File: src/rtl/shift_add_mul.sv
// Sequential unsigned multiplier: one multiplier bit per cycle, LSB first,
// into a double-width accumulator; low half to R, high half folded into OVF.
module shift_add_mul #(
   parameter int WIDTH = 32
) (
   input  logic             CLK,
   input  logic             RST_N,
   input  logic             START,
   input  logic [WIDTH-1:0] X,
   input  logic [WIDTH-1:0] Y,
   output logic             BUSY,
   output logic             DONE,
   output logic [WIDTH-1:0] R,
   output logic             OVF
);

   localparam int CW = $clog2(WIDTH + 1);
   localparam logic [CW-1:0] LAST = CW'(WIDTH - 1);

   typedef enum logic [1:0] {
      IDLE,
      RUN,
      FIN
   } state_t;

   state_t             state_q, state_d;
   logic [2*WIDTH-1:0] mcand_q, mcand_d;
   logic [WIDTH-1:0]   mplier_q, mplier_d;
   logic [2*WIDTH-1:0] acc_q, acc_d;
   logic [CW-1:0]      cnt_q, cnt_d;
   logic [WIDTH-1:0]   r_q, r_d;
   logic               ovf_q, ovf_d;
   logic [2*WIDTH-1:0] sum;

   always_ff @(posedge CLK or negedge RST_N) begin
      if (!RST_N) begin
         state_q  <= IDLE;
         mcand_q  <= '0;
         mplier_q <= '0;
         acc_q    <= '0;
         cnt_q    <= '0;
         r_q      <= '0;
         ovf_q    <= 1'b0;
      end else begin
         state_q  <= state_d;
         mcand_q  <= mcand_d;
         mplier_q <= mplier_d;
         acc_q    <= acc_d;
         cnt_q    <= cnt_d;
         r_q      <= r_d;
         ovf_q    <= ovf_d;
      end
   end

   // Multiplicand shifts left while the multiplier shifts right,
   // so the current bit is always mplier_q[0].
   assign sum = acc_q + (mplier_q[0] ? mcand_q : '0);

   always_comb begin
      state_d  = state_q;
      mcand_d  = mcand_q;
      mplier_d = mplier_q;
      acc_d    = acc_q;
      cnt_d    = cnt_q;
      r_d      = r_q;
      ovf_d    = ovf_q;
      case (state_q)
         IDLE, FIN: begin
            if (START) begin
               mcand_d  = {{WIDTH{1'b0}}, X};
               mplier_d = Y;
               acc_d    = '0;
               cnt_d    = '0;
               state_d  = RUN;
            end else begin
               state_d  = IDLE;
            end
         end
         RUN: begin
            acc_d    = sum;
            mcand_d  = mcand_q << 1;
            mplier_d = mplier_q >> 1;
            cnt_d    = cnt_q + CW'(1);
            if (cnt_q == LAST) begin
               state_d = FIN;
               r_d     = sum[WIDTH-1:0];
               ovf_d   = |sum[2*WIDTH-1:WIDTH];
            end
         end
         default: state_d = IDLE;
      endcase
   end

   assign BUSY = (state_q == RUN);
   assign DONE = (state_q == FIN);
   assign R    = r_q;
   assign OVF  = ovf_q;

endmodule

File: config.mk
export PLATFORM = sky130hd
export DESIGN_NAME = shift_add_mul
export DESIGN_NICKNAME = d
export VERILOG_FILES = /design/src/rtl/shift_add_mul.sv
export SDC_FILE = /design/constraint.sdc
export NUM_CORES = 1
export LEC_CHECK = 0
export ABC_AREA = 1
export BUFFER_PORTS_ARGS = -buffer_cell sky130_fd_sc_hd__buf_2
export CORE_MARGIN = 4
export CORE_UTILIZATION = 50
export DETAILED_ROUTE_END_ITERATION = 10
export PLACE_DENSITY = 0.71
export SLEW_MARGIN = 5
export SYNTH_ARGS = -nofsm -noshare
export SYNTH_HDL_FRONTEND = slang
export SYNTH_SLANG_ARGS = --single-unit
File: constraint.sdc
create_clock -name CLK -period 2.9 [get_ports CLK]
set_input_delay 0.29 -clock CLK [delete_from_list [all_inputs] [get_ports CLK]]
set_output_delay 0.29 -clock CLK [all_outputs]
set_load 0.01 [all_outputs]
# After elaboration in Yosys (flattened, before gate mapping)
# Index checks and enable logic that the tools add are counted.
[word_totals] output_inout_bits=35 wordCells=32 ff_bits=201
[classes] add_sub_neg=2 eq_ne=5 muxes=12 reduce_logical=6
[ops] op="one-hot mux 64 bit (2 select lines)" count=2
[ops] op="two-way mux 64 bit" count=3
[ops] op="adder 64 bit" count=1
[ops] op="one-hot mux 32 bit (2 select lines)" count=1
[ops] op="two-way mux 32 bit" count=1
[ops] op="OR reduction 32 bit" count=1
[ops] op="one-hot mux 6 bit (2 select lines)" count=1
[ops] op="adder 6 x 1 -> 6 bit, second input constant" count=1
[ops] op="equality test 6 x 5 -> 1 bit, second input constant" count=1
[ops] op="two-way mux 6 bit" count=1
[ops] op="one-hot mux 2 bit (2 select lines)" count=1
[ops] op="AND reduction 2 bit" count=2
[ops] op="equality test 2 x 1 -> 1 bit, second input constant" count=1
[ops] op="equality test 2 bit, second input constant" count=1
[ops] op="zero test 2 bit" count=1
[ops] op="two-way mux 2 bit" count=1
[ops] op="!= test 2 x 1 -> 1 bit, second input constant" count=1
[ops] op="!= test 2 bit, second input constant" count=1
[ops] op="nonzero test 2 bit" count=1
[ops] op="OR reduction 2 bit" count=1
[ops] op="two-way mux 1 bit" count=1

# Longest topological paths before layout
[depth] word_depth=4 mapped_depth=24 mapped_depth_nobuf=22

# Worst setup path before layout
# No wires, ideal clock.
[synth_timing] path_kind="reg2reg" startpoint="reg mplier_q[0]" endpoint="reg ovf_q (netlist: OVF)" path_slack_ns=0.092 path_stages_with_launch=24 n_path_buf=2 t_arrival_ns=2.686 t_required_ns=2.778 setup_time_ns=0.122 cell_sequence="dfrtp_1 clkbuf_1 clkbuf_1 nand2_1 inv_1 ha_1 inv_1 fa_1 inv_1 nand3_1 nand2_1 nand2_1 nand2_1 nand2_1 nand2_1 nand2_1 nand3_1 nand2_1 nor2_1 nand2_1 nor2_1 nand3_1 nor2_1 a21oi_1"
[synth_between] elab_chain_len=3
[synth_rtl] item="from (decl)" line_no="28" source="logic [WIDTH-1:0] mplier_q, mplier_d;"
[synth_rtl] item="from (signal assigned)" line_no="47" source="mplier_q <= mplier_d;"
[synth_rtl] item="two-way mux 64 bit" line_no="57" source="assign sum = acc_q + (mplier_q[0] ? mcand_q : '0);"
[synth_rtl] item="adder 64 bit" line_no="57"
[synth_rtl] item="OR reduction 32 bit" line_no="87" source="ovf_d = |sum[2*WIDTH-1:WIDTH];"
[synth_rtl] item="to (signal assigned)" line_no="51" source="ovf_q <= ovf_d;"
[synth_rtl] item="to (decl)" line_no="32" source="logic ovf_q, ovf_d;"
# Every way passes these cells.
# A chain may end at the register's enable or synchronous reset.

# Final worst setup path
# Same ends and word-level chain as after synthesis.

==> Flow_metrics.wiki <==
{| class="wikitable"
! Metric !! Value
|-
| Worst Setup End Kind || flop
|-
| Highest metal layer used by the detailed router || met5
|-
| Row count || 62
|-
| Post-synthesis register bit count || 201
|-
| Initial standard-cell utilization of the core || 50.9%
|-
| Gr ovfl total || 0
|-
| Post-Synthesis Cell Area || 14600 sq um
|-
| Number of distinct library cells after synthesis || 35
|-
| Post-layout minimum cycle time || 2.97 ns
|-
| Clock tree buffer depth || 3
|-
| Detailed placer's ending HPWL || 39200 um
|-
| Worst hold slack after final layout || 0.0168 ns
|-
| Largest net degree at the start of global routing || 125
|-
| Source-to-sink clock delay at the later pin of the worst-skew pair || 0.57 ns
|-
| Async set or reset register ratio after synthesis || 100%
|-
| Count of routing violations after the opening detailed-route iteration || 1380
|-
| Post-synthesis net count || 2435
|-
| Antenna Nets Post-Route || 0
|-
| Area of all placed cells without fillers || 19400 sq um
|-
| Commonest non-fill, non-tap cell in the layout || sky130_fd_sc_hd__nand2_1
|-
| Min-delay worst type || in -> reg
|-
| Final hold vios || 0
|-
| Clock transition at the register clock pins on the worst setup and hold paths after CTS || 0.07 ns
|-
| Max-slew headroom || 44.8%
|-
| Mean post-synth cell area || 6.36 sq um
|-
| Post-synthesis to final-layout area growth || 32.4%
|-
| Worst ir drop on vdd || 0.454 mV
|-
| Worst EP required || 3.36 ns
|-
| Share of the synthesized area in the top cell type || 34.4%
|-
| Number of ports placed on the die boundary || 102
|-
| Placed cell areas || 17100 sq um
|-
| Biggest area contributors in the synthesized netlist || sky130_fd_sc_hd__dfrtp_1 34%, sky130_fd_sc_hd__nand2_1 21%, sky130_fd_sc_hd__inv_1 12%, sky130_fd_sc_hd__nand3_1 8.3%, sky130_fd_sc_hd__ha_1 5.5%
|-
| Final core occ || 67.3%
|-
| Final critical-path share of the clock period || 102%
|-
| Post-route clock skew || 0.0232 ns
|-
| Standby leakage power || 11.3 nW
|-
| CTS tree || built
|-
| Remaining DRCs || 0
|-
| Final wirelength || 52100 um
|-
| Dpl cells || 2934
|-
| Via count || 16088
|-
| Total of warnings raised by yosys || 0
|-
| Cell family with most CP delay || simple AND/OR/NAND/NOR gates
|-
| Beginning of the worst register-to-register path || mplier_q[0]
|-
| Critical path's most frequent cell || sky130_fd_sc_hd__nand2_1
|-
| Fmax achieved || 337 MHz
|-
| Fraction of final layout cells with drive strength greater than 1 || 22.5%
|-
| Worst path max stage delay || 0.41 ns
|-
| Slowest CP cell || sky130_fd_sc_hd__dfrtp_2
|-
| Vias in the first global route || 15252
|-
| Crit path buf inv count || 5
|-
| Status || finished, violations left
|-
| First-pass GRT wire length || 81300 um
|-
| Most frequent cells in the layout || 768 x sky130_fd_sc_hd__nand2_1, 458 x sky130_fd_sc_hd__inv_1, 238 x sky130_fd_sc_hd__nand3_1, 212 x sky130_fd_sc_hd__buf_4, 200 x sky130_fd_sc_hd__dfrtp_1
|-
| Power Density || 322 nW/um^2
|-
| Library cell with the largest summed area after synthesis || sky130_fd_sc_hd__dfrtp_1
|-
| Clock Tree Root || sky130_fd_sc_hd__clkbuf_16
|-
| Die height || 179 um
|-
| Worst slew pin tran || 0.828 ns
|-
| Worst Setup Slack, final || -0.0679 ns
|-
| Count of filler cells inserted in the layout || 2552
|-
| Metal3 WL || 4190 um
|-
| Clock H-tree levels || 1
|-
| Number of nets in the final layout || 2763
|-
| M1 WL || 23700 um
|-
| Pre-CTS WS || -0.255 ns
|-
| Violations in the final reports || setup timing
|-
| Die area || 32100 sq um
|-
| Avg Vias per Cell || 5.30
|-
| Power after layout || 6.25 mW
|-
| Chip Width || 179 um
|-
| Number of standard cells after synthesis || 2303
|-
| Core box area || 28800 sq um
|-
| Clock Sinks || 201
|-
| Number of antenna violations at the first check in global routing || 2
|-
| Launch instance of the worst min-delay path || X[27]
|-
| Data arrival at the endpoint of the critical path || 3.42 ns
|-
| Routability-driven placement congestion ratio || 1.00
|-
| Post-DR wirelength/cell || 17.2 um
|-
| Count of input and output buffers || 101
|-
| Kind of start point of the critical path || flop
|-
| Routed length on met2 || 22500 um
|-
| RSZ-0062 raised after global routing || true
|-
| Worst Path Max Fanout || 22
|-
| Final number of max-transition violations || 0
|-
| Number of synthesized flops with an enable pin || 0
|-
| Prevailing post-synth register cell || sky130_fd_sc_hd__dfrtp_1
|-
| Worst-path cell chain || buf_12 -> nand2_1 -> inv_1 -> ha_4 -> nand2_2 -> inv_1 -> nand2_1 -> nand2_1 -> nand3b_1 -> buf_4 -> nand2_1 -> nand3_2 -> nand2_4 -> buf_4 -> nand3b_1 -> nand2_1 -> nand2_1 -> nor2_1 -> nand2_1 -> nor2_1 -> a21oi_1
|-
| First-pass iteration count of the detailed router || 6
|-
| GRT Resource Usage Total || 32.4%
|-
| Type of the setup path with the least slack || reg -> reg
|-
| Critical Path Source || mplier_q[0]
|-
| Register area share after synthesis || 34.4%
|-
| Non-filler cells, final || 3034
|-
| Number of buffers created by CTS || 24
|-
| Total Negative Setup Slacks || -0.0679 ns
|-
| Total of endpoints with negative setup slack in the final report || 1
|-
| Count of max-cap constraint violations || 0
|}
[final cells by class]
cell class	instances	area, sq um	area share (%)
sequential	201	5030	26.0
inverter	474	1780	9.21
clock buffer	29	649	3.35
clock inverter	15	163	0.839
tap	384	480	2.48
timing repair buffer	374	2800	14.5
multi-input combinational	1556	8470	43.7
antenna	1	2.50	0.0129
[worst register-to-register path, cell delays in order (launching register included)]
cell                       delay, ns
sky130_fd_sc_hd__dfrtp_2        0.41
sky130_fd_sc_hd__buf_12         0.19
sky130_fd_sc_hd__nand2_1        0.09
sky130_fd_sc_hd__inv_1          0.13
sky130_fd_sc_hd__ha_4           0.23
sky130_fd_sc_hd__nand2_2        0.10
sky130_fd_sc_hd__inv_1          0.05
sky130_fd_sc_hd__nand2_1        0.06
sky130_fd_sc_hd__nand2_1        0.07
sky130_fd_sc_hd__nand3b_1       0.25
sky130_fd_sc_hd__buf_4          0.20
sky130_fd_sc_hd__nand2_1        0.07
sky130_fd_sc_hd__nand3_2        0.13
sky130_fd_sc_hd__nand2_4        0.13
sky130_fd_sc_hd__buf_4          0.11
sky130_fd_sc_hd__nand3b_1       0.06
sky130_fd_sc_hd__nand2_1        0.11
sky130_fd_sc_hd__nand2_1        0.08
sky130_fd_sc_hd__nor2_1         0.12
sky130_fd_sc_hd__nand2_1        0.10
sky130_fd_sc_hd__nor2_1         0.12
sky130_fd_sc_hd__a21oi_1        0.07
[registers in the layout, indices dropped and copies added, names as in the netlist]
| signal | cells |
|---|---|
| R | 32 |
| cnt_q | 6 |
| mplier_q | 32 |
| mcand_q | 64 |
| state_q | 2 |
| OVF | 1 |
| acc_q | 64 |
[cells in the mapped netlist, types with 5 or more instances]
library cell                 n
sky130_fd_sc_hd__a21oi_1    56
sky130_fd_sc_hd__buf_2      13
sky130_fd_sc_hd__clkbuf_1   56
sky130_fd_sc_hd__dfrtp_1   201
sky130_fd_sc_hd__ha_1       64
sky130_fd_sc_hd__inv_1     464
sky130_fd_sc_hd__inv_2      10
sky130_fd_sc_hd__nand2_1   828
sky130_fd_sc_hd__nand2_2    12
sky130_fd_sc_hd__nand3_1   244
sky130_fd_sc_hd__nand3_2     5
sky130_fd_sc_hd__nand3b_1   13
sky130_fd_sc_hd__nand4_1    13
sky130_fd_sc_hd__nor2_1     94
sky130_fd_sc_hd__nor2_2     30
sky130_fd_sc_hd__nor3_1      7
sky130_fd_sc_hd__nor4_1      5
sky130_fd_sc_hd__o21ai_0    83
sky130_fd_sc_hd__o221ai_1   29
sky130_fd_sc_hd__o22ai_1    34
sky130_fd_sc_hd__xor2_1     15
[power breakdown]
group	internal [mW]	total (mW)	switching [mW]
Clock	1.79	3.11	1.32
Sequential	2.81	2.81	0
Combinational	0.139	0.319	0.180
Total	4.74	6.25	1.50
[metal layers]
metal | vias up | track usage (%)
li1 | 7789 | -
met1 | 7535 | 47.5
met2 | 663 | 49.1
met3 | 99 | 5.69
met4 | 2 | 9.33
met5 | - | 0
[timing repair]
| action | 4_1_cts | 5_1_grt |
|---|---|---|
| setup buffers | 4 | 0 |
| hold buffers | 51 | 0 |
| gates resized for setup | 93 | 103 |
| hold endpoints to repair | 96 | 0 |
| endpoints found under the setup margin | 6 | 27 |
| pin swaps | 12 | 8 |
[path summary, 6_finish.rpt]
path / to / slack, ns / depth (start not counted)
setup reg to reg: OVF / -0.07 / 21
setup / recovery: OVF / -0.07 / 21
min in group asynchronous: acc_q[23] / 0.23 / 2
max in group asynchronous: mplier_q[6] / 1.83 / 3
hold reg to reg: R[19] / 0.48 / 2
hold / removal: mcand_q[27] / 0.02 / 3
[cell families (layout without fill, tap and decap cells)]
group / after synthesis / count (layout) / share of synthesized area, %
AND/OR/NAND/NOR: 1264 / 1264 / 36.6
buffers and inverters: 546 / 892 / 14.1
AO/OA/AOI/OAI: 210 / 210 / 8.34
flip-flops: 201 / 201 / 34.4
adder cells (fa/ha/maj): 65 / 65 / 5.61
XOR/XNOR: 17 / 17 / 1.02
other: 0 / 1 / 0
Power figures use the tool's default switching activity.
